File: src/rtl/onplay_sequencer_pkg.sv
// Shared game parameters: ONPLAY_*/GAME_* constants, stage indices and
// sequencer state encodings.
package onplay_sequencer_pkg;

    localparam int unsigned GAME_PHASE_W      = 2;
    localparam int unsigned GAME_PHASE_LAST   = 3;
    localparam int unsigned GAME_PHASE_CNT_W  = 7;
    localparam int unsigned ONPLAY_STAGES     = 4;
    localparam int unsigned ONPLAY_TIMER_W    = 8;

    localparam int unsigned MAX_PHASE_CNT_DEF = 99;
    localparam int unsigned STAGE_TIMEOUT_DEF = 255;

    localparam int unsigned STG_CALC      = 0;
    localparam int unsigned STG_MOVE      = 1;
    localparam int unsigned STG_COLLISION = 2;
    localparam int unsigned STG_CHECK     = 3;

    typedef enum logic [3:0] {
        ST_IDLE            = 4'd0,
        ST_WAIT            = 4'd1,
        ST_START_CALC      = 4'd2,
        ST_RUN_CALC        = 4'd3,
        ST_START_MOVE      = 4'd4,
        ST_RUN_MOVE        = 4'd5,
        ST_START_COLLISION = 4'd6,
        ST_RUN_COLLISION   = 4'd7,
        ST_START_CHECK     = 4'd8,
        ST_RUN_CHECK       = 4'd9
    } state_t;

    function automatic logic is_start(input state_t s);
        return s inside {ST_START_CALC, ST_START_MOVE, ST_START_COLLISION, ST_START_CHECK};
    endfunction

    function automatic logic is_run(input state_t s);
        return s inside {ST_RUN_CALC, ST_RUN_MOVE, ST_RUN_COLLISION, ST_RUN_CHECK};
    endfunction

    // Stage index of a START/RUN state; IDLE/WAIT map to 0 and are always gated by the caller.
    function automatic logic [1:0] stage_idx(input state_t s);
        case (s)
            ST_START_MOVE,      ST_RUN_MOVE:      return 2'(STG_MOVE);
            ST_START_COLLISION, ST_RUN_COLLISION: return 2'(STG_COLLISION);
            ST_START_CHECK,     ST_RUN_CHECK:     return 2'(STG_CHECK);
            default:                              return 2'(STG_CALC);
        endcase
    endfunction

    function automatic logic [ONPLAY_STAGES-1:0] start_onehot(input state_t s);
        logic [ONPLAY_STAGES-1:0] oh;
        oh = '0;
        if (is_start(s)) oh[stage_idx(s)] = 1'b1;
        return oh;
    endfunction

endpackage

File: src/rtl/onplay_sequencer_phase_counter.sv
// Difficulty phase tracker: frame count within a phase and a saturating phase index.
module phase_counter
    import onplay_sequencer_pkg::*;
#(
    parameter int unsigned MAX_PHASE_CNT = MAX_PHASE_CNT_DEF
) (
    input  logic                        i_Clk,
    input  logic                        i_Rst,
    input  logic                        i_Inc,
    input  logic                        i_Clear,
    output logic [GAME_PHASE_W-1:0]     o_Phase,
    output logic [GAME_PHASE_CNT_W-1:0] o_PhaseCnt,
    output logic                        o_Wrap
);

    localparam logic [GAME_PHASE_CNT_W-1:0] CNT_MAX   = GAME_PHASE_CNT_W'(MAX_PHASE_CNT);
    localparam logic [GAME_PHASE_W-1:0]     PHASE_TOP = GAME_PHASE_W'(GAME_PHASE_LAST);

    // Clear has priority over a coincident increment.
    always_ff @(posedge i_Clk or negedge i_Rst) begin
        if (!i_Rst) begin
            o_Phase    <= '0;
            o_PhaseCnt <= '0;
            o_Wrap     <= 1'b0;
        end else begin
            o_Wrap <= 1'b0;
            if (i_Clear) begin
                o_Phase    <= '0;
                o_PhaseCnt <= '0;
            end else if (i_Inc) begin
                if (o_PhaseCnt < CNT_MAX) begin
                    o_PhaseCnt <= o_PhaseCnt + GAME_PHASE_CNT_W'(1);
                end else begin
                    o_PhaseCnt <= '0;
                    o_Wrap     <= 1'b1;
                    if (o_Phase != PHASE_TOP) o_Phase <= o_Phase + GAME_PHASE_W'(1);
                end
            end
        end
    end

endmodule

File: src/rtl/onplay_sequencer.sv
// Per-frame stage sequencer: CALC -> MOVE -> COLLISION -> CHECK on each frame
// tick, with stage watchdog, overrun detection and difficulty phase tracking.
module onplay_sequencer
    import onplay_sequencer_pkg::*;
#(
    parameter int unsigned MAX_PHASE_CNT = MAX_PHASE_CNT_DEF,
    parameter int unsigned STAGE_TIMEOUT = STAGE_TIMEOUT_DEF
) (
    input  logic                        i_Clk,
    input  logic                        i_Rst,
    input  logic                        i_Enable,
    input  logic                        i_Clear,
    input  logic                        i_FrameTick,
    input  logic [ONPLAY_STAGES-1:0]    i_StageDone,
    output logic [ONPLAY_STAGES-1:0]    o_StageStart,
    output logic [GAME_PHASE_W-1:0]     o_Phase,
    output logic [GAME_PHASE_CNT_W-1:0] o_PhaseCnt,
    output logic                        o_PhaseAdvance,
    output logic                        o_FireTick,
    output logic                        o_Busy,
    output logic                        o_Overrun,
    output logic                        o_Timeout
);

    localparam logic [ONPLAY_TIMER_W-1:0]   TIMER_LAST = ONPLAY_TIMER_W'(STAGE_TIMEOUT - 1);
    localparam logic [GAME_PHASE_CNT_W-1:0] CNT_MAX    = GAME_PHASE_CNT_W'(MAX_PHASE_CNT);

    state_t                    state, next_state;
    logic [ONPLAY_TIMER_W-1:0] timer, timer_c;
    logic                      fire_pend, fire_pend_c;
    logic                      run_done_c, timeout_hit_c, calc_inc_c, wrap_now_c;
    logic [ONPLAY_STAGES-1:0]  stage_start_c;
    logic                      busy_c, fire_c, overrun_c, timeout_c;

    assign run_done_c    = is_run(state) && i_StageDone[stage_idx(state)];
    assign timeout_hit_c = is_run(state) && !run_done_c && (timer == TIMER_LAST);

    always_ff @(posedge i_Clk or negedge i_Rst) begin
        if (!i_Rst) state <= ST_IDLE;
        else        state <= next_state;
    end

    always_comb begin
        next_state = state;
        if (!i_Enable) begin
            next_state = ST_IDLE;
        end else begin
            case (state)
                ST_IDLE:            next_state = ST_WAIT;
                ST_WAIT:            if (i_FrameTick) next_state = ST_START_CALC;
                ST_START_CALC:      next_state = ST_RUN_CALC;
                ST_START_MOVE:      next_state = ST_RUN_MOVE;
                ST_START_COLLISION: next_state = ST_RUN_COLLISION;
                ST_START_CHECK:     next_state = ST_RUN_CHECK;
                ST_RUN_CALC:        if (run_done_c) next_state = ST_START_MOVE;
                                    else if (timeout_hit_c) next_state = ST_WAIT;
                ST_RUN_MOVE:        if (run_done_c) next_state = ST_START_COLLISION;
                                    else if (timeout_hit_c) next_state = ST_WAIT;
                ST_RUN_COLLISION:   if (run_done_c) next_state = ST_START_CHECK;
                                    else if (timeout_hit_c) next_state = ST_WAIT;
                ST_RUN_CHECK:       if (run_done_c || timeout_hit_c) next_state = ST_WAIT;
                default:            next_state = ST_IDLE;
            endcase
        end
    end

    // Next values of the registered outputs; decoded from next_state so they line up with the state.
    always_comb begin
        calc_inc_c    = i_Enable && (state == ST_RUN_CALC) && run_done_c;
        wrap_now_c    = calc_inc_c && !i_Clear && !(o_PhaseCnt < CNT_MAX);
        stage_start_c = start_onehot(next_state);
        busy_c        = !(next_state inside {ST_IDLE, ST_WAIT});
        fire_c        = (next_state == ST_START_MOVE) && (fire_pend || wrap_now_c) && !i_Clear;

        fire_pend_c = fire_pend;
        if (i_Clear || !i_Enable || state == ST_START_MOVE) fire_pend_c = 1'b0;
        else if (wrap_now_c)                                fire_pend_c = 1'b1;

        overrun_c = o_Overrun || (i_FrameTick && !(state inside {ST_IDLE, ST_WAIT}));
        timeout_c = o_Timeout || (i_Enable && timeout_hit_c);
        if (i_Clear) begin
            overrun_c = 1'b0;
            timeout_c = 1'b0;
        end

        timer_c = timer;
        if (is_start(state))    timer_c = '0;
        else if (is_run(state)) timer_c = timer + ONPLAY_TIMER_W'(1);
    end

    always_ff @(posedge i_Clk or negedge i_Rst) begin
        if (!i_Rst) begin
            o_StageStart <= '0;
            o_FireTick   <= 1'b0;
            o_Busy       <= 1'b0;
            o_Overrun    <= 1'b0;
            o_Timeout    <= 1'b0;
            timer        <= '0;
            fire_pend    <= 1'b0;
        end else begin
            o_StageStart <= stage_start_c;
            o_FireTick   <= fire_c;
            o_Busy       <= busy_c;
            o_Overrun    <= overrun_c;
            o_Timeout    <= timeout_c;
            timer        <= timer_c;
            fire_pend    <= fire_pend_c;
        end
    end

    phase_counter #(
        .MAX_PHASE_CNT (MAX_PHASE_CNT)
    ) u_phase_counter (
        .i_Clk      (i_Clk),
        .i_Rst      (i_Rst),
        .i_Inc      (calc_inc_c),
        .i_Clear    (i_Clear),
        .o_Phase    (o_Phase),
        .o_PhaseCnt (o_PhaseCnt),
        .o_Wrap     (o_PhaseAdvance)
    );

endmodule

File: config.mk
export PLATFORM = sky130hd
export DESIGN_NAME = onplay_sequencer
export DESIGN_NICKNAME = d
export VERILOG_FILES = /design/src/rtl/onplay_sequencer_pkg.sv /design/src/rtl/onplay_sequencer_phase_counter.sv /design/src/rtl/onplay_sequencer.sv
export SDC_FILE = /design/constraint.sdc
export NUM_CORES = 1
export LEC_CHECK = 0
export BUFFER_PORTS_ARGS = -buffer_cell sky130_fd_sc_hd__buf_4
export CAP_MARGIN = 0
export CORE_ASPECT_RATIO = 1.25
export CORE_MARGIN = 2
export CORE_UTILIZATION = 40
export DETAILED_ROUTE_END_ITERATION = 16
export MAX_ROUTING_LAYER = met4
export PLACE_DENSITY_LB_ADDON = 0.1
export REMOVE_ABC_BUFFERS = 1
export SKIP_CTS_REPAIR_TIMING = 1
export SYNTH_ARGS = -nofsm -noshare
export SYNTH_HDL_FRONTEND = slang
export SYNTH_HIERARCHICAL = 1
export SYNTH_SLANG_ARGS = --single-unit
File: constraint.sdc
create_clock -name i_Clk -period 2.7 [get_ports i_Clk]
set_input_delay 0.27 -clock i_Clk [delete_from_list [all_inputs] [get_ports i_Clk]]
set_output_delay 0.27 -clock i_Clk [all_outputs]
set_load 0.02 [all_outputs]
==> reports/qor.yml <==
status:
  status: "complete, no violations"
timing:
  tightest_slew_ps: 421
  fmax_mhz: 399
  rsz0062_at_grt: "no"
  fin_ws_ps: 193
  tns_ps: 0
  fin_crit_ps: 2510
  max-slew-margin-rel_pct: 71.2
  whs_ps: 259
  finalHoldViolations: 0
  slew_viol_final: 0
  skew_ps: 4.96
  setup_viol: 0
  finalCritPeriodShare_pct: 92.8
synthesis:
  avgSynthCellArea_um2: 10.1
  yosysWarnings: 6
  synthFlopType: "dfrtp_1"
  postSynthCellCount: 171
  async_flop_share_pct: 100
  ys_seq_area_share_pct: 45.0
  synth_seq_cells: 31
  synthesis.area_mm2: 0.00172
  synth_enable_flop_cells: 0
  yosysUniqueCellTypes: 53
placed_design:
  dp_hpwl_um: 2770
  place.gp.congestion: 0.821
  dp_slack_ps: -116
  port_buffers: 26
setup_path:
  regToRegSetupSlack_ps: 190
  slowest_stage: "dfrtp_1"
  path_buf_inv: 0
  worstRegToRegCells: 9
  path_class: "reg2reg"
  crit_path_cell_trace: "and3b_1 > nor4_4 > and2_2 > o32a_2 > a21oi_2 > nor2_4 > nand3_1 > nor3_2 > mux2_4"
  startpoint_type: "flop"
  max_stage_delay_ps: 430
  cp.required_ps: 2870
  reg2reg_to: "u_phase_counter/o_Phase[0]$_DFFE_PN0P_"
  cp.arrival_ps: 2670
  crit_path_max_fanout: 7
  cp_top_family: "simple AND/OR/NAND/NOR gates"
  reg2reg_from: "state[1]$_DFF_PN0_"
  crit_path_end_kind: "flop"
global_route:
  gr-total-overflow: 0
  antenna_found_initial: 0
  grt_pass1_wl_um: 6600
  grtUsageTotal_pct: 17.9
  grt_pass1_vias: 1387
  grt_max_degree: 32
floorplan:
  coreArea_mm2: 0.00413
  fp.dieH_um: 77.4
  fp-row-count: 26
  start_util_pct: 41.7
  die-area_mm2: 0.00485
  dieWidth_um: 62.7
  io_pins: 27
clock_tree:
  cts_buffers: 5
  cts_sinks: 31
  clockBufferDepth: 2
  cts_tree: "built"
  cts_root_buf: "clkbuf_8"
  worst_skew_pair.late_latency_ps: 290
  h-tree-depth: 2
  clk_pin_slew_ps: 60
detailed_routing:
  wl_um: 3800
  num_vias: 1400
  via_per_inst: 5.32
  drtIter0Drc: 54
  wl_per_cell_um: 14.5
  dr.pass1.iters: 4
  drc: 0
  ant_nets: 0
cells_and_area:
  layout-drive-gt1-share_pct: 28.5
  multi_input_area_um2: 908
  n_antenna_cell: 0
  area_growth_pct: 23.5
  nNetsFinal: 220
  post-route-util_pct: 51.5
  fill_cells: 401
  register_area_um2: 776
hold_path:
  whs_path_depth: 2
  hp-class: "in2reg"
  min_to: "o_Timeout$_DFF_PN0_"
  hp-start: "i_Clear"
power:
  irDropWorstVdd_v: 0.000260
  p_leak_nw: 0.993
  power.density_mw_per_mm2: 508
job:
  drv_cap: 0
[power by group]
part | switching, mW | internal [mW]
Combinational | 0.100 | 0.0807
Sequential | 0.0359 | 0.495
Clock | 0.171 | 0.200
[cells in the final DEF, fill, tap and decap left out, types with 3 or more instances in the layout]
master	n
buf_4	34
clkbuf_8	6
dfrtp_1	31
ha_1	4
xor2_1	4
nand2b_1	4
or3_1	4
nand3_1	8
inv_1	5
o21ai_0	8
nor3_1	6
nor2_1	20
a22o_1	3
a21oi_1	4
nand2_1	13
mux2i_1	5
[per-layer routing]
layer  global-route usage, %  part of all wire, %  vias up
met5                       -                    0        -
li1                        -                    -      690
met1                    20.6                   42      679
met4                    6.67                  1.6        0
met2                    30.3                   53       26
met3                    4.35                  3.2        5
[registers in the layout, summed over array words and instances (netlist names)]
signal                      cells
fire_pend                       1
u_phase_counter/o_PhaseCnt      7
timer                           8
state                           4
u_phase_counter/o_Phase         2
o_Overrun                       1
o_Busy                          1
o_Timeout                       1
u_phase_counter/o_Wrap          1
o_StageStart                    4
o_FireTick                      1
[synthesized netlist by cell type, types with 2 or more instances]
| master | instances | share of area, % |
|---|---|---|
| mux2i_1 | 5 | 2.9 |
| nor2b_1 | 2 | 0.73 |
| a22o_1 | 3 | 1.5 |
| nand3_1 | 8 | 2.3 |
| o21ai_0 | 8 | 2.3 |
| dfrtp_1 | 31 | 45 |
| a21o_1 | 2 | 0.87 |
| o2111ai_1 | 2 | 1.0 |
| nor2_1 | 21 | 4.6 |
| and3b_1 | 2 | 1.0 |
| nand2_1 | 13 | 2.8 |
| a21oi_1 | 5 | 1.5 |
| buf_2 | 5 | 1.5 |
| and3_1 | 2 | 0.73 |
| nor3_1 | 6 | 1.7 |
| nor2_2 | 2 | 0.73 |
| inv_1 | 5 | 1.1 |
| or3_1 | 4 | 1.5 |
| ha_1 | 4 | 2.9 |
| xnor2_1 | 2 | 1.0 |
| xor2_1 | 4 | 2.0 |
| nand2b_1 | 4 | 1.5 |
[metrics by stage]
step | instances | instance area, um2 | total power [mW]
after floorplan | 165 | 1700 | 0.642
after global placement | 255 | 2020 | 0.713
after detailed placement | 255 | 2020 | 0.716
after CTS | 262 | 2110 | 1.09
after global routing | 263 | 2130 | 1.15
final | 263 | 2130 | 1.08
[cells by family (layout without fill, tap and decap cells)]
group | count (synthesis) | count (layout) | share of synthesized area, %
and+or+nand+nor | 75 | 75 | 24.2
AOI/OAI and AO/OA | 37 | 37 | 18.1
DFF | 31 | 31 | 45.0
buffers and inverters | 12 | 48 | 2.97
xor gates and xnor gates | 6 | 6 | 3.05
muxes | 6 | 6 | 3.77
adders and majority gates | 4 | 4 | 2.90
[how the worst max path moves through the flow]
stage / start / endpoint / slack (ps) / cells after the start
CTS: state[3]$_DFF_PN0_ / u_phase_counter/o_Phase[0]$_DFFE_PN0P_ / -130 / 9
detailed placement: state[3]$_DFF_PN0_ / u_phase_counter/o_Phase[0]$_DFFE_PN0P_ / -120 / 9
global placement: state[3]$_DFF_PN0_ / u_phase_counter/o_Phase[0]$_DFFE_PN0P_ / 20 / 9
floorplan: state[1]$_DFF_PN0_ / u_phase_counter/o_Phase[0]$_DFFE_PN0P_ / 40 / 9
global route: state[1]$_DFF_PN0_ / u_phase_counter/o_Phase[0]$_DFFE_PN0P_ / 7 / 9
finish: state[1]$_DFF_PN0_ / u_phase_counter/o_Phase[0]$_DFFE_PN0P_ / 190 / 9
[area by class of cell]
class / instances / area share (%)
repair buffers: 35 / 12.5
clock buffers: 6 / 3.88
flip-flops and latches: 31 / 36.4
inverters: 6 / 1.06
well taps: 56 / 3.29
multi-input cells: 128 / 42.7
clock inverters: 1 / 0.235
No activity file was read; power rests on OpenSTA's default activity.
